`src/rtl/jesd204_ti_pkg.sv`:
```
// Shared definitions for the TI JESD204 SYSREF/LMFC timing blocks (RX and TX side).
package jesd204_ti_pkg;

  localparam int DEF_CNT_W   = 8;
  localparam int DEF_DLY_W   = 4;
  localparam int SYNC_STAGES = 2;
  localparam logic [7:0] EVT_CNT_MAX = 8'hFF;

  typedef enum logic [0:0] {
    WAIT_SYSREF = 1'b0,
    ALIGNED     = 1'b1
  } lmfc_state_e;

endpackage

```
`src/rtl/sysref_sync_edge.sv`:
```
// SYNC_STAGES-deep synchroniser plus registered rising-edge detector for an async SYSREF.
// A rise sampled in cycle N shows up on sysref_edge in cycle N+3.
module sysref_sync_edge
  import jesd204_ti_pkg::*;
(
  input  logic clk,
  input  logic rst_n,
  input  logic sysref,
  output logic sysref_edge
);

  logic [SYNC_STAGES-1:0] sync_q;
  logic                   prev_q;
  logic                   edge_q;

  // Flops reset to 0 so a SYSREF already high at reset release still yields an edge.
  always_ff @(posedge clk or negedge rst_n) begin
    if (!rst_n) begin
      sync_q <= '0;
      prev_q <= 1'b0;
      edge_q <= 1'b0;
    end else begin
      sync_q <= {sync_q[SYNC_STAGES-2:0], sysref};
      prev_q <= sync_q[SYNC_STAGES-1];
      edge_q <= sync_q[SYNC_STAGES-1] & ~prev_q;
    end
  end

  assign sysref_edge = edge_q;

endmodule

```
`src/rtl/jesd_sysref_lmfc_ti.sv`:
```
// SYSREF capture, programmable delay and LMFC alignment for the JESD204 RX core clock domain.
// Optional saturating SYSREF event counter: define SYSREF_EVENT_COUNT_EN.
module jesd_sysref_lmfc_ti
  import jesd204_ti_pkg::*;
#(
  parameter int CNT_W = DEF_CNT_W,
  parameter int DLY_W = DEF_DLY_W
) (
  input  logic             core_clk,
  input  logic             core_rst_n,
  input  logic             sysref,
  input  logic [CNT_W-1:0] lmfc_period_m1,
  input  logic [DLY_W-1:0] sysref_delay,
  input  logic             resync_always,
  input  logic             re_arm,
  input  logic             err_clr,
  output logic             lmfc_pulse,
  output logic [CNT_W-1:0] lmfc_cnt,
  output logic             sysref_captured,
  output logic             sysref_err,
  output logic [7:0]       sysref_count
);

  localparam logic [CNT_W-1:0] CNT_ONE = {{(CNT_W-1){1'b0}}, 1'b1};
  localparam logic [DLY_W-1:0] DLY_ONE = {{(DLY_W-1){1'b0}}, 1'b1};

  logic             sysref_edge;
  logic             dly_busy;
  logic [DLY_W-1:0] dly_cnt;
  logic             fire;

  lmfc_state_e      state, state_nxt;
  logic [CNT_W-1:0] cnt_inc, cnt_nxt;
  logic             pulse_nxt;
  logic             err_set;

  sysref_sync_edge u_sync (
    .clk         (core_clk),
    .rst_n       (core_rst_n),
    .sysref      (sysref),
    .sysref_edge (sysref_edge)
  );

  // Zero delay fires combinationally with the edge; edges during a pending delay are dropped.
  assign fire = (dly_busy && dly_cnt == '0) ||
                (sysref_edge && !dly_busy && sysref_delay == '0);

  always_ff @(posedge core_clk or negedge core_rst_n) begin
    if (!core_rst_n) begin
      dly_busy <= 1'b0;
      dly_cnt  <= '0;
    end else if (re_arm) begin
      dly_busy <= 1'b0;
      dly_cnt  <= '0;
    end else if (dly_busy) begin
      if (dly_cnt == '0) dly_busy <= 1'b0;
      else               dly_cnt  <= dly_cnt - DLY_ONE;
    end else if (sysref_edge && sysref_delay != '0) begin
      dly_busy <= 1'b1;
      dly_cnt  <= sysref_delay - DLY_ONE;
    end
  end

  always_ff @(posedge core_clk or negedge core_rst_n) begin
    if (!core_rst_n) state <= WAIT_SYSREF;
    else             state <= state_nxt;
  end

  // >= rather than == so a period shrunk below the current phase still wraps.
  assign cnt_inc = (lmfc_cnt >= lmfc_period_m1) ? '0 : lmfc_cnt + CNT_ONE;

  always_comb begin
    state_nxt = state;
    cnt_nxt   = lmfc_cnt;
    err_set   = 1'b0;
    case (state)
      WAIT_SYSREF: begin
        cnt_nxt = '0;
        if (fire) state_nxt = ALIGNED;
      end
      ALIGNED: begin
        cnt_nxt = cnt_inc;
        if (fire && cnt_inc != '0) begin
          err_set = 1'b1;
          if (resync_always) cnt_nxt = '0;
        end
      end
      default: state_nxt = WAIT_SYSREF;
    endcase
    if (re_arm) begin
      state_nxt = WAIT_SYSREF;
      cnt_nxt   = '0;
      err_set   = 1'b0;
    end
    pulse_nxt = (state_nxt == ALIGNED) && (cnt_nxt == '0);
  end

  always_ff @(posedge core_clk or negedge core_rst_n) begin
    if (!core_rst_n) begin
      lmfc_cnt   <= '0;
      lmfc_pulse <= 1'b0;
      sysref_err <= 1'b0;
    end else begin
      lmfc_cnt   <= cnt_nxt;
      lmfc_pulse <= pulse_nxt;
      sysref_err <= err_set | (sysref_err & ~err_clr);
    end
  end

  assign sysref_captured = (state == ALIGNED);

`ifdef SYSREF_EVENT_COUNT_EN
  logic [7:0] evt_cnt;

  always_ff @(posedge core_clk or negedge core_rst_n) begin
    if (!core_rst_n)                      evt_cnt <= '0;
    else if (re_arm)                      evt_cnt <= '0;
    else if (fire && evt_cnt != EVT_CNT_MAX) evt_cnt <= evt_cnt + 8'd1;
  end

  assign sysref_count = evt_cnt;
`else
  assign sysref_count = '0;
`endif

endmodule

```
`config.mk`:
```
export PLATFORM = sky130hd
export DESIGN_NAME = jesd_sysref_lmfc_ti
export DESIGN_NICKNAME = d
export VERILOG_FILES = /design/src/rtl/jesd204_ti_pkg.sv /design/src/rtl/sysref_sync_edge.sv /design/src/rtl/jesd_sysref_lmfc_ti.sv
export SDC_FILE = /design/constraint.sdc
export NUM_CORES = 1
export LEC_CHECK = 0
export BUFFER_PORTS_ARGS = -buffer_cell sky130_fd_sc_hd__buf_2
export CAP_MARGIN = 20
export CORE_MARGIN = 3
export CORE_UTILIZATION = 41
export CTS_BUF_LIST = sky130_fd_sc_hd__clkbuf_16
export DETAILED_ROUTE_END_ITERATION = 16
export MAX_ROUTING_LAYER = met4
export PLACE_DENSITY = 0.72
export SYNTH_ARGS = -nofsm -noshare
export SYNTH_HDL_FRONTEND = slang
export SYNTH_SLANG_ARGS = --single-unit
```
`constraint.sdc`:
```
create_clock -name core_clk -period 4.25 [get_ports core_clk]
set_input_delay 0.6375 -clock core_clk [delete_from_list [all_inputs] [get_ports core_clk]]
set_output_delay 0.6375 -clock core_clk [all_outputs]
set_load 0.02 [all_outputs]
```
* Yosys cells after proc, flatten, opt, wreduce, memory -nomap -nowiden
Index checks and enable logic that the tools add are counted.
Word-level totals: register bits 20, bits in latches 0, RAM bits 0, memory bits (read-only) 0, input bits 18, word-level logic and storage cells 54, memories 0
Operators by class: $add $sub $neg 3, multipliers 0, divide/modulo/power cells 0, magnitude comparators 1, equal/unequal tests 1, shifts and indexed selects 0, multiplexer cells 19, bitwise gates (word level) 6, reductions and logical operators 15
Operators with widths (number):
- 2-to-1 mux 8 bit | 4
- 2-to-1 mux 4 bit | 4
- one-hot mux 8 bit (2 select lines) | 1
- 2-to-1 mux 1 bit | 10
- adder 8 x 1 -> 8 bit (second input constant) | 1
- greater-or-equal comparator 8 bit | 1
- logical NOT 4 bit | 2
- logical NOT 8 bit | 1
- nonzero test 8 bit | 1
- subtractor 4 x 1 -> 4 bit (second input constant) | 2
- logical AND 1 bit | 6
- nonzero test 4 bit | 1
- inequality test 3 bit (second input constant) | 1
- inverter 1 bit | 3
- nonzero test 3 bit | 1
- bitwise AND 1 bit | 2
- AND reduction 2 bit | 1
- logical NOT 1 bit | 1
- logical OR 1 bit | 1
- OR 1 bit | 1

* Logic depth before layout (Yosys ltp)
Gate-level depths: netlist (run 1).
depth after elaboration 10, mapped depth 6, depth with buffers taken out 6

* Cells and area by module
From an unflattened synthesis (run 1), not the netlist that was laid out.
Unflattened totals: cell total of the unflattened synthesis 136, area, all modules 1290.0 sq um
Modules (own cells, without submodules):
- jesd_sysref_lmfc_ti | times used 1, cells an instance 131, area each 1176.1 sq um
- sysref_sync_edge | times used 1, cells an instance 5, area each 113.9 sq um

* Worst setup path after synthesis (run 1)
Ideal clock, no wire load.
path type reg-to-reg, from reg lmfc_cnt[0], to reg lmfc_cnt[0], setup time 0.122 ns, arrival 2.160 ns, data required time 4.128 ns, path slack 1.968 ns, cell stages (with the launch flop) 7, cells stage by stage dfrtp_1 -> ha_1 -> buf_6 -> or3_4 -> a2111oi_4 -> o211ai_4 -> a2111oi_1
Between the ends: longest elaborated chain between the ends 7, elaborated cells between the ends (all ways) 9
Ends and longest elaborated chain:
- from (decl) | line jesd_sysref_lmfc_ti.sv:18 | output logic [CNT_W-1:0] lmfc_cnt,
- from (signal assigned) | line jesd_sysref_lmfc_ti.sv:104 | lmfc_cnt <= cnt_nxt;
- adder 8 x 1 -> 8 bit or greater-or-equal comparator 8 bit (tied branches) | line jesd_sysref_lmfc_ti.sv:70 | assign cnt_inc = (lmfc_cnt >= lmfc_period_m1) ? '0 : lmfc_cnt + CNT_ONE;
- 2-to-1 mux 8 bit (*) | line jesd_sysref_lmfc_ti.sv:70
- nonzero test 8 bit | line jesd_sysref_lmfc_ti.sv:83 | if (fire && cnt_inc != '0) begin
- logical AND 1 bit | line jesd_sysref_lmfc_ti.sv:83
- 2-to-1 mux 8 bit (*) | line jesd_sysref_lmfc_ti.sv:83
- one-hot mux 8 bit (2 select lines) (*) | line jesd_sysref_lmfc_ti.sv:76 | case (state)
- 2-to-1 mux 8 bit (*) | line jesd_sysref_lmfc_ti.sv:90 | if (re_arm) begin
- net cnt_nxt[0] | line jesd_sysref_lmfc_ti.sv:33 | logic [CNT_W-1:0] cnt_inc, cnt_nxt;
The timed path passes the listed nets; every way through them passes the cells marked *. A chain may end at the register's enable or synchronous reset.

* Final worst setup path (run 1)
from reg lmfc_cnt[0], to reg lmfc_cnt[3]
The elaborated chain is that of the path after synthesis.

==> results.toml, run 1 <==
[run_status]
status = "completed"

[grt]
grt_antenna_before_repair = 0
grt_overflow_total = 0
grt_pass1_wl_mm = 5.23
grt_pass1_vias = 1172
grt_max_degree = 21
grt_usage_pct = 15.9

[floorplan]
initial_core_util_pct = 44.4
io_pins = 37
core_area_um2 = 3150
die_h_um = 64.4
die_w_um = 64.4
std_cell_rows = 20
dieArea_um2 = 4150

[timing]
worst_pin_slew_ps = 519
slew-limit-headroom_pct = 65.3
min_period_ps = 2540
fin_worst_skew_ps = 2.75
setup_viol = 0
fmax_ghz = 0.394
hold_violations = 0
fin_tns_setup_ps = 0
rsz0062_at_grt = "false"
finalCritPeriodShare_pct = 59.7
fin_ws_ps = 1710
final-max-slew-violation-count = 0
holdWs_ps = 329

[critical_path]
cp-start-kind = "flip-flop"
endpoint_kind = "flip-flop"
arrival_ps = 2630
crit_type = "reg2reg"
worst-path-max-fanout = 8
worstPathRequired_ps = 4340

[finish]
stdcell_area_um2 = 1650
n_antenna_cell = 0
area_growth_pct = 17.8
drive_gt1_share_pct = 24.1
nets = 195

[routing]
dr.pass1.iters = 4
routed_via_density = 5.44
drt_iter0_drc = 46
vias = 1143
route.detailed.drc = 0
antenna_left = 0
avgRoutedWirePerCell_um = 14.5
drt-total-wl_mm = 3.04

[synthesis]
synth_cells = 138
synth-edff-count = 0
ys_ff_latch = 20
synth.distinct_cells = 47
ys_warn_count = 0
synthFlopType = "dfrtp_1"
synthArstFlopShare_pct = 100
seq_area_frac_synth_pct = 35.7
syn_area_um2 = 1400
postSynthAreaPerCell_um2 = 10.1

[clock_tree]
cts_resized = 0
numCtsBuffers = 3
cts-htree-levels = 1
hold_buffers = 0
cts_tree = "built"
cts.sink_count = 20
post_cts_buffers = 0
clkSlewWorstSetupHoldPaths_ps = 60
cts-root-buf = "clkbuf_16"
clk_latency_ps = 250
clk_path_buf_depth = 2

[placement]
port_buffers = 28
post-place-ws_ps = 1710
hpwl_mm = 2.32
place_congestion = 0.927
dpl_cell_area_um2 = 1540

[power_and_ir_drop]
cellLeakagePower_nw = 0.766
ir_drop_mv = 0.303
power.density_nw_per_um2 = 319

[run]
drv_cap = 0

[hold_path]
holdCritPathClass = "in2async"
## worst paths after layout
path | endpoint | slack (ps) | cells after the start | from
min reg2reg | u_sync.sync_q[1] | 360 | 0 | u_sync.sync_q[0]
max reg2reg | lmfc_cnt[3] | 1710 | 5 | lmfc_cnt[0]
min in group core_clk | u_sync.sync_q[1] | 360 | 0 | u_sync.sync_q[0]
min | lmfc_cnt[5] | 330 | 1 | core_rst_n
max | lmfc_cnt[3] | 1710 | 5 | lmfc_cnt[0]
max in group asynchronous | u_sync.sysref_edge | 3610 | 1 | core_rst_n
## cell usage in the layout (no fill, tap or decap), types with 2 or more instances in the layout
cell       instances
nand2_1            4
buf_2             29
nor3_1             4
dfrtp_1           20
mux2i_1            3
a2111oi_1          7
inv_1             16
nor2_1             5
a211o_1            3
a21oi_1            3
nor2b_1            3
nand2b_1           4
ha_1              10
xnor2_1            4
o311ai_0           2
conb_1             8
nand3_1            3
o211ai_1           2
clkbuf_16          3
nand3b_1           2
nor4_1             3
xor2_1             3
## area by class of cell
type	count	area, µm²
repair buffers	29	145
clock buffers	3	75.1
inverters	16	60.1
multi-input cells	97	783
well taps	44	55.1
flip-flops and latches	20	500
clock inverters	1	30.0
fillers	294	1500
## critical path, stage by stage, from the launching register on
cell       delay (ps)
dfrtp_1           460
ha_1              340
or3_4             430
a2111oi_4         490
o211ai_4          180
a2111oi_1         470
## report_power, final
group | total, mW | switching (mW) | leakage [nW] | internal [mW]
logic | 0.0627 | 0.0382 | 0.447 | 0.0245
registers | 0.208 | 0.00923 | 0.268 | 0.198
clock network | 0.256 | 0.0693 | 0.0511 | 0.187
total | 0.526 | 0.117 | 0.766 | 0.410
## cells by family (layout without fill, tap and decap cells)
| group | count (synthesis) | count (layout) | share of synthesized area [%] |
|---|---|---|---|
| xor gates and xnor gates | 7 | 7 | 4.38 |
| and+or+nand+nor | 35 | 35 | 14.7 |
| other | 1 | 8 | 0.268 |
| muxes | 4 | 4 | 3.75 |
| DFF | 20 | 20 | 35.7 |
| adders and majority gates | 10 | 10 | 8.94 |
| buffers and inverters | 28 | 49 | 10.2 |
| AOI/OAI and AO/OA | 33 | 33 | 22.0 |
## cell usage after synthesis (4+ instances only)
cell type | number | share of area (%)
a2111oi_1 | 7 | 5.0
buf_4 | 8 | 4.3
dfrtp_1 | 20 | 36
ha_1 | 10 | 8.9
inv_1 | 16 | 4.3
nand2_1 | 4 | 1.1
nand2b_1 | 4 | 1.8
nor2_1 | 5 | 1.3
nor3_1 | 4 | 1.4
xnor2_1 | 4 | 2.5
## sequential cells by signal, summed over array words and instances (netlist names)
name and flops:
u_sync.prev_q 1, dly_busy 1, dly_cnt 4, u_sync.sync_q 2
sysref_err 1, lmfc_cnt 8, u_sync.sysref_edge 1, lmfc_pulse 1
sysref_captured 1
## per-stage QoR
| step | util, % | cells | power (mW) |
|---|---|---|---|
| floorplan | - | 145 | 0.255 |
| global placement | 48.8 | 205 | 0.269 |
| detailed placement | 48.8 | 205 | 0.272 |
| CTS | 52.1 | 209 | 0.529 |
| global route | 52.3 | 210 | 0.547 |
| finish | 52.3 | 210 | 0.526 |
## per-layer routing
| layer | global-route usage [%] | share of wire, % |
|---|---|---|
| met5 | - | 0 |
| met4 | 3.17 | 1.6 |
| met3 | 3.47 | 3.3 |
| met2 | 27.3 | 51 |
| met1 | 19.3 | 44 |
No activity file was read; power rests on OpenSTA's default activity.
==> run 2: changes to the inputs <==
Settings changed: PLACE_DENSITY 0.72 to 0.74.
Clock period 4.25 ns to 2.2 ns, I/O delays scaled along.
==> results.toml, run 2 (synthesis results as in run 1) <==
[run_status]
status = "completed"

[placement]
port_buffers = 28
place_congestion = 0.964
numPlacedInstances = 214
post-place-ws_ps = -5.55
hpwl_mm = 2.58

[timing]
slew-limit-headroom_pct = 54.2
hold_violations = 0
holdWs_ps = 17.2
fin_worst_skew_ps = 0.838
fin_ws_ps = 0.145
min_period_ps = 2200
fmax_ghz = 0.455
rsz0062_at_grt = "true"
finalCritPeriodShare_pct = 100
setup_viol = 0
fin_tns_setup_ps = 0
final-max-slew-violation-count = 0
worst_pin_slew_ps = 685

[finish]
n_antenna_cell = 0
fin_cells = 220
drive_gt1_share_pct = 34.7
top_register = "lmfc_cnt"
nets = 205
area_growth_pct = 27.5
final_common_cell = "buf_2"
largest_register_ff_count = 8
reg_top3 = "lmfc_cnt x8, dly_cnt x4, u_sync.sync_q x2"
final_cell_mix = "28 x buf_2, 18 x dfrtp_1, 17 x inv_1, 11 x buf_4, 9 x ha_1"

[routing]
antenna_left = 0
vias = 1204
drt_iter0_drc = 77
route.detailed.drc = 0
drt-total-wl_mm = 3.32
avgRoutedWirePerCell_um = 15.1
dr.pass1.iters = 4
routed_via_density = 5.47

[floorplan]
die_h_um = 64.4
dieArea_um2 = 4150
std_cell_rows = 20
die_w_um = 64.4
initial_core_util_pct = 44.4
core_area_um2 = 3150
io_pins = 37

[grt]
grt_overflow_total = 0
grt_pass1_vias = 1187
grt_max_degree = 21
grt_antenna_before_repair = 0
grt_usage_pct = 17.6
grt_pass1_wl_mm = 5.53

[clock_tree]
cts_tree = "built"
cts-htree-levels = 1
numCtsBuffers = 3
clk_path_buf_depth = 2
cts.sink_count = 20
cts-root-buf = "clkbuf_16"
clkSlewWorstSetupHoldPaths_ps = 50
clk_latency_ps = 240

[critical_path]
critPathSlowestCell = "a2111oi_4"
rrSetupSlack_ps = 0.1
worst-path-max-fanout = 7
max_stage_delay_ps = 430
rr_worst_depth = 5
endpoint_kind = "flip-flop"
crit_type = "reg2reg"
crit-reg2reg-launch = "lmfc_cnt[0]"
rr_endpoint = "lmfc_cnt[2]"
cpLargestDelayFamily = "compound AO/OA/AOI/OAI gates"
arrival_ps = 2310
cp_cell_sequence = "ha_2, or3_4, a2111oi_4, o211ai_4, a2111oi_2"
worstPathRequired_ps = 2310
cp-start-kind = "flip-flop"
path_buf_inv = 0

[hold_path]
holdCritPathClass = "in2async"

[power_and_ir_drop]
power_mw = 0.891
cellLeakagePower_nw = 0.827
ir_drop_mv = 0.564
power.density_nw_per_um2 = 499

[run]
drv_cap = 0
## run 2: cell types whose count changed in the layout (fill, tap and decap cells not counted), moves of 2 or more
| cell | change |
|---|---|
| a2111oi_2 | +5 |
| a2111oi_4 | +2 |
| dfrtp_1 | -2 |
| dfrtp_2 | +2 |
| buf_4 | +11 |
| a2111oi_1 | -7 |
## run 2: through the flow
stage	cell area [µm²]	utilization [%]
floorplan	1430	-
global placement	1610	51.0
detailed placement	1610	51.0
CTS	1700	53.8
global route	1790	56.6
finish	1790	56.6
## run 2: cell type report
cell class,instances,area [µm²]
flip-flops and latches,20,503
inverters,16,60.1
well taps,44,55.1
fillers,268,1370
multi-input cells,97,866
repair buffers,39,223
clock buffers,3,75.1
clock inverters,1,3.75
## run 2: worst max-delay path by stage
stage | end | slack [ps] | startpoint | depth (start not counted)
2_1_floorplan | lmfc_cnt[0] | 20 | lmfc_cnt[0] | 6
3_3_place_gp | lmfc_cnt[3] | 40 | lmfc_period_m1[2] | 7
3_5_place_dp | lmfc_cnt[2] | -6 | lmfc_period_m1[2] | 7
4_1_cts | lmfc_cnt[2] | -3 | lmfc_cnt[0] | 5
5_1_grt | lmfc_cnt[2] | -30 | lmfc_cnt[0] | 5
6_report | lmfc_cnt[2] | 0.1 | lmfc_cnt[0] | 5
## run 2: what timing repair did
item                                   in CTS  in global routing
buffers inserted                            0                  2
endpoints found under the hold margin       0                  0
pin swaps                                   0                  3
setup endpoints to repair                   6                  7
gates resized for setup                     1                 12
gates cloned                                0                  0
hold buffers                                0                  0
## run 2: metal layers
metal  GRT usage (%)  share of wire, %  vias up  routed length, µm
li1                -                 -      577                  -
met5               -                 0        -                  0
met3            4.33               4.3       10                144
met1            21.7                42      577               1380
met2            27.8                51       40               1680
met4            7.12               3.3        0                110
## run 2: power by group
group	internal [mW]	total, mW	switching (mW)
clock network	0.241	0.358	0.117
registers	0.384	0.400	0.0164
logic	0.0505	0.133	0.0826
==> run 3: changes to the inputs <==
Settings changed: CTS_BUF_LIST sky130_fd_sc_hd__clkbuf_16 to default.
==> results.toml, run 3 (synthesis results as in run 1) <==
[clock_tree]
cts-root-buf = "clkbuf_4"
cts.sink_count = 20
numCtsBuffers = 3
cts_tree = "built"
clk_path_buf_depth = 2
clk_latency_ps = 290
clkSlewWorstSetupHoldPaths_ps = 100
cts-htree-levels = 1

[run]
drv_cap = 0

[finish]
n_antenna_cell = 0
stdcell_area_um2 = 1850
final_common_cell = "buf_2"
drive_gt1_share_pct = 36.7
area_growth_pct = 32.0
fillers = 263
largest_register_ff_count = 8
nets = 209
top_register = "lmfc_cnt"
reg_top3 = "lmfc_cnt x8, dly_cnt x4, u_sync.sync_q x2"
final_cell_mix = "28 x buf_2, 18 x dfrtp_1, 16 x inv_1, 13 x buf_4, 9 x ha_1"

[critical_path]
worstPathRequired_ps = 2380
worst-path-max-fanout = 7
arrival_ps = 2340
endpoint_kind = "flip-flop"
cp-start-kind = "flip-flop"
crit_type = "reg2reg"

[placement]
hpwl_mm = 2.58
port_buffers = 28
place_congestion = 0.964
dpl_cell_area_um2 = 1610

[timing]
fmax_ghz = 0.462
worst_pin_slew_ps = 872
setup_viol = 0
rsz0062_at_grt = "true"
finalCritPeriodShare_pct = 98.3
fin_worst_skew_ps = 7.32
hold_violations = 0
min_period_ps = 2160
slew-limit-headroom_pct = 41.9
fin_tns_setup_ps = 0
final-max-slew-violation-count = 0

[grt]
grt_max_degree = 21
grt_usage_pct = 17.2
grt_overflow_total = 0
grt_antenna_before_repair = 0
grt_pass1_vias = 1177
grt_pass1_wl_mm = 5.44

[power_and_ir_drop]
cellLeakagePower_nw = 0.806
ir_drop_mv = 0.315
power.density_nw_per_um2 = 386

[routing]
dr.pass1.iters = 4
antenna_left = 0
vias = 1219
avgRoutedWirePerCell_um = 15.3
routed_via_density = 5.44
drt_iter0_drc = 59
drt-total-wl_mm = 3.43
route.detailed.drc = 0

[floorplan]
initial_core_util_pct = 44.4
die_h_um = 64.4
std_cell_rows = 20
dieArea_um2 = 4150
io_pins = 37
die_w_um = 64.4
core_area_um2 = 3150

[hold_path]
holdCritPathClass = "in2reg"

[run_status]
status = "completed"
run 3: changes by cell type in the layout (fill, tap and decap cells not counted), moves of 2 or more:
cell       delta
a2111oi_2     -5
clkbuf_4      +3
clkbuf_16     -3
a2111oi_4     +5
buf_4         +2
run 3: cell type report:
class | instances | area [µm²] | share of cell area (%)
well taps | 44 | 55.1 | 2.98
inverters | 16 | 60.1 | 3.25
clock buffers | 4 | 26.3 | 1.42
repair buffers | 43 | 259 | 14.0
flip-flops and latches | 20 | 503 | 27.2
multi-input cells | 97 | 945 | 51.1
run 3: path summary, 6_finish.rpt:
kind	start	end	slack, ps	depth (start not counted)
setup / recovery	lmfc_cnt[7]	lmfc_cnt[1]	40	5
hold / removal	sysref	u_sync.sync_q[0]	140	1
setup reg to reg	lmfc_cnt[7]	lmfc_cnt[1]	40	5
hold reg to reg	u_sync.sync_q[0]	u_sync.sync_q[1]	360	0
max in group asynchronous	core_rst_n	lmfc_cnt[0]	1380	2
min in group asynchronous	core_rst_n	dly_cnt[3]	490	2
run 3: critical path: stages (launching register included):
cell	delay (ps)
dfrtp_1	390
buf_4	160
or3_4	400
a2111oi_4	430
o211ai_4	260
a2111oi_4	410
run 3: layer usage:
layer,global-route usage (%),up-vias,share of wire [%]
met2,27.1,42,50
li1,-,578,-
met1,21.5,589,42
met4,7.12,0,3.8
met3,3.81,10,4.1
met5,-,-,0
run 3: timing repair:
| item | 4_1_cts | 5_1_grt |
|---|---|---|
| resized for setup | 0 | 25 |
| hold endpoints to repair | 20 | 0 |
| setup endpoints to repair | 3 | 7 |
| hold buffers | 1 | 0 |
| pin swaps | 0 | 5 |
| buffers inserted | 0 | 4 |
run 3: power breakdown:
part | total, mW | leakage, nW | internal (mW) | switching [mW]
Sequential | 0.399 | 0.265 | 0.383 | 0.0166
Combinational | 0.142 | 0.527 | 0.0540 | 0.0877
Clock | 0.172 | 0.0150 | 0.0706 | 0.101
Total | 0.713 | 0.806 | 0.507 | 0.206
run 3: through the flow:
stage	power (mW)	hold slack, ps	std cells	worst slack (ps)	util, %
final	0.713	140	224	37.3	58.6
after global routing	0.763	110	224	-67.1	58.6
after CTS	0.701	129	219	-14.7	52.2
after detailed placement	0.528	289	214	-5.55	51.0
after global placement	0.519	282	214	42.1	51.0
after floorplan	0.493	34.4	145	15.6	-
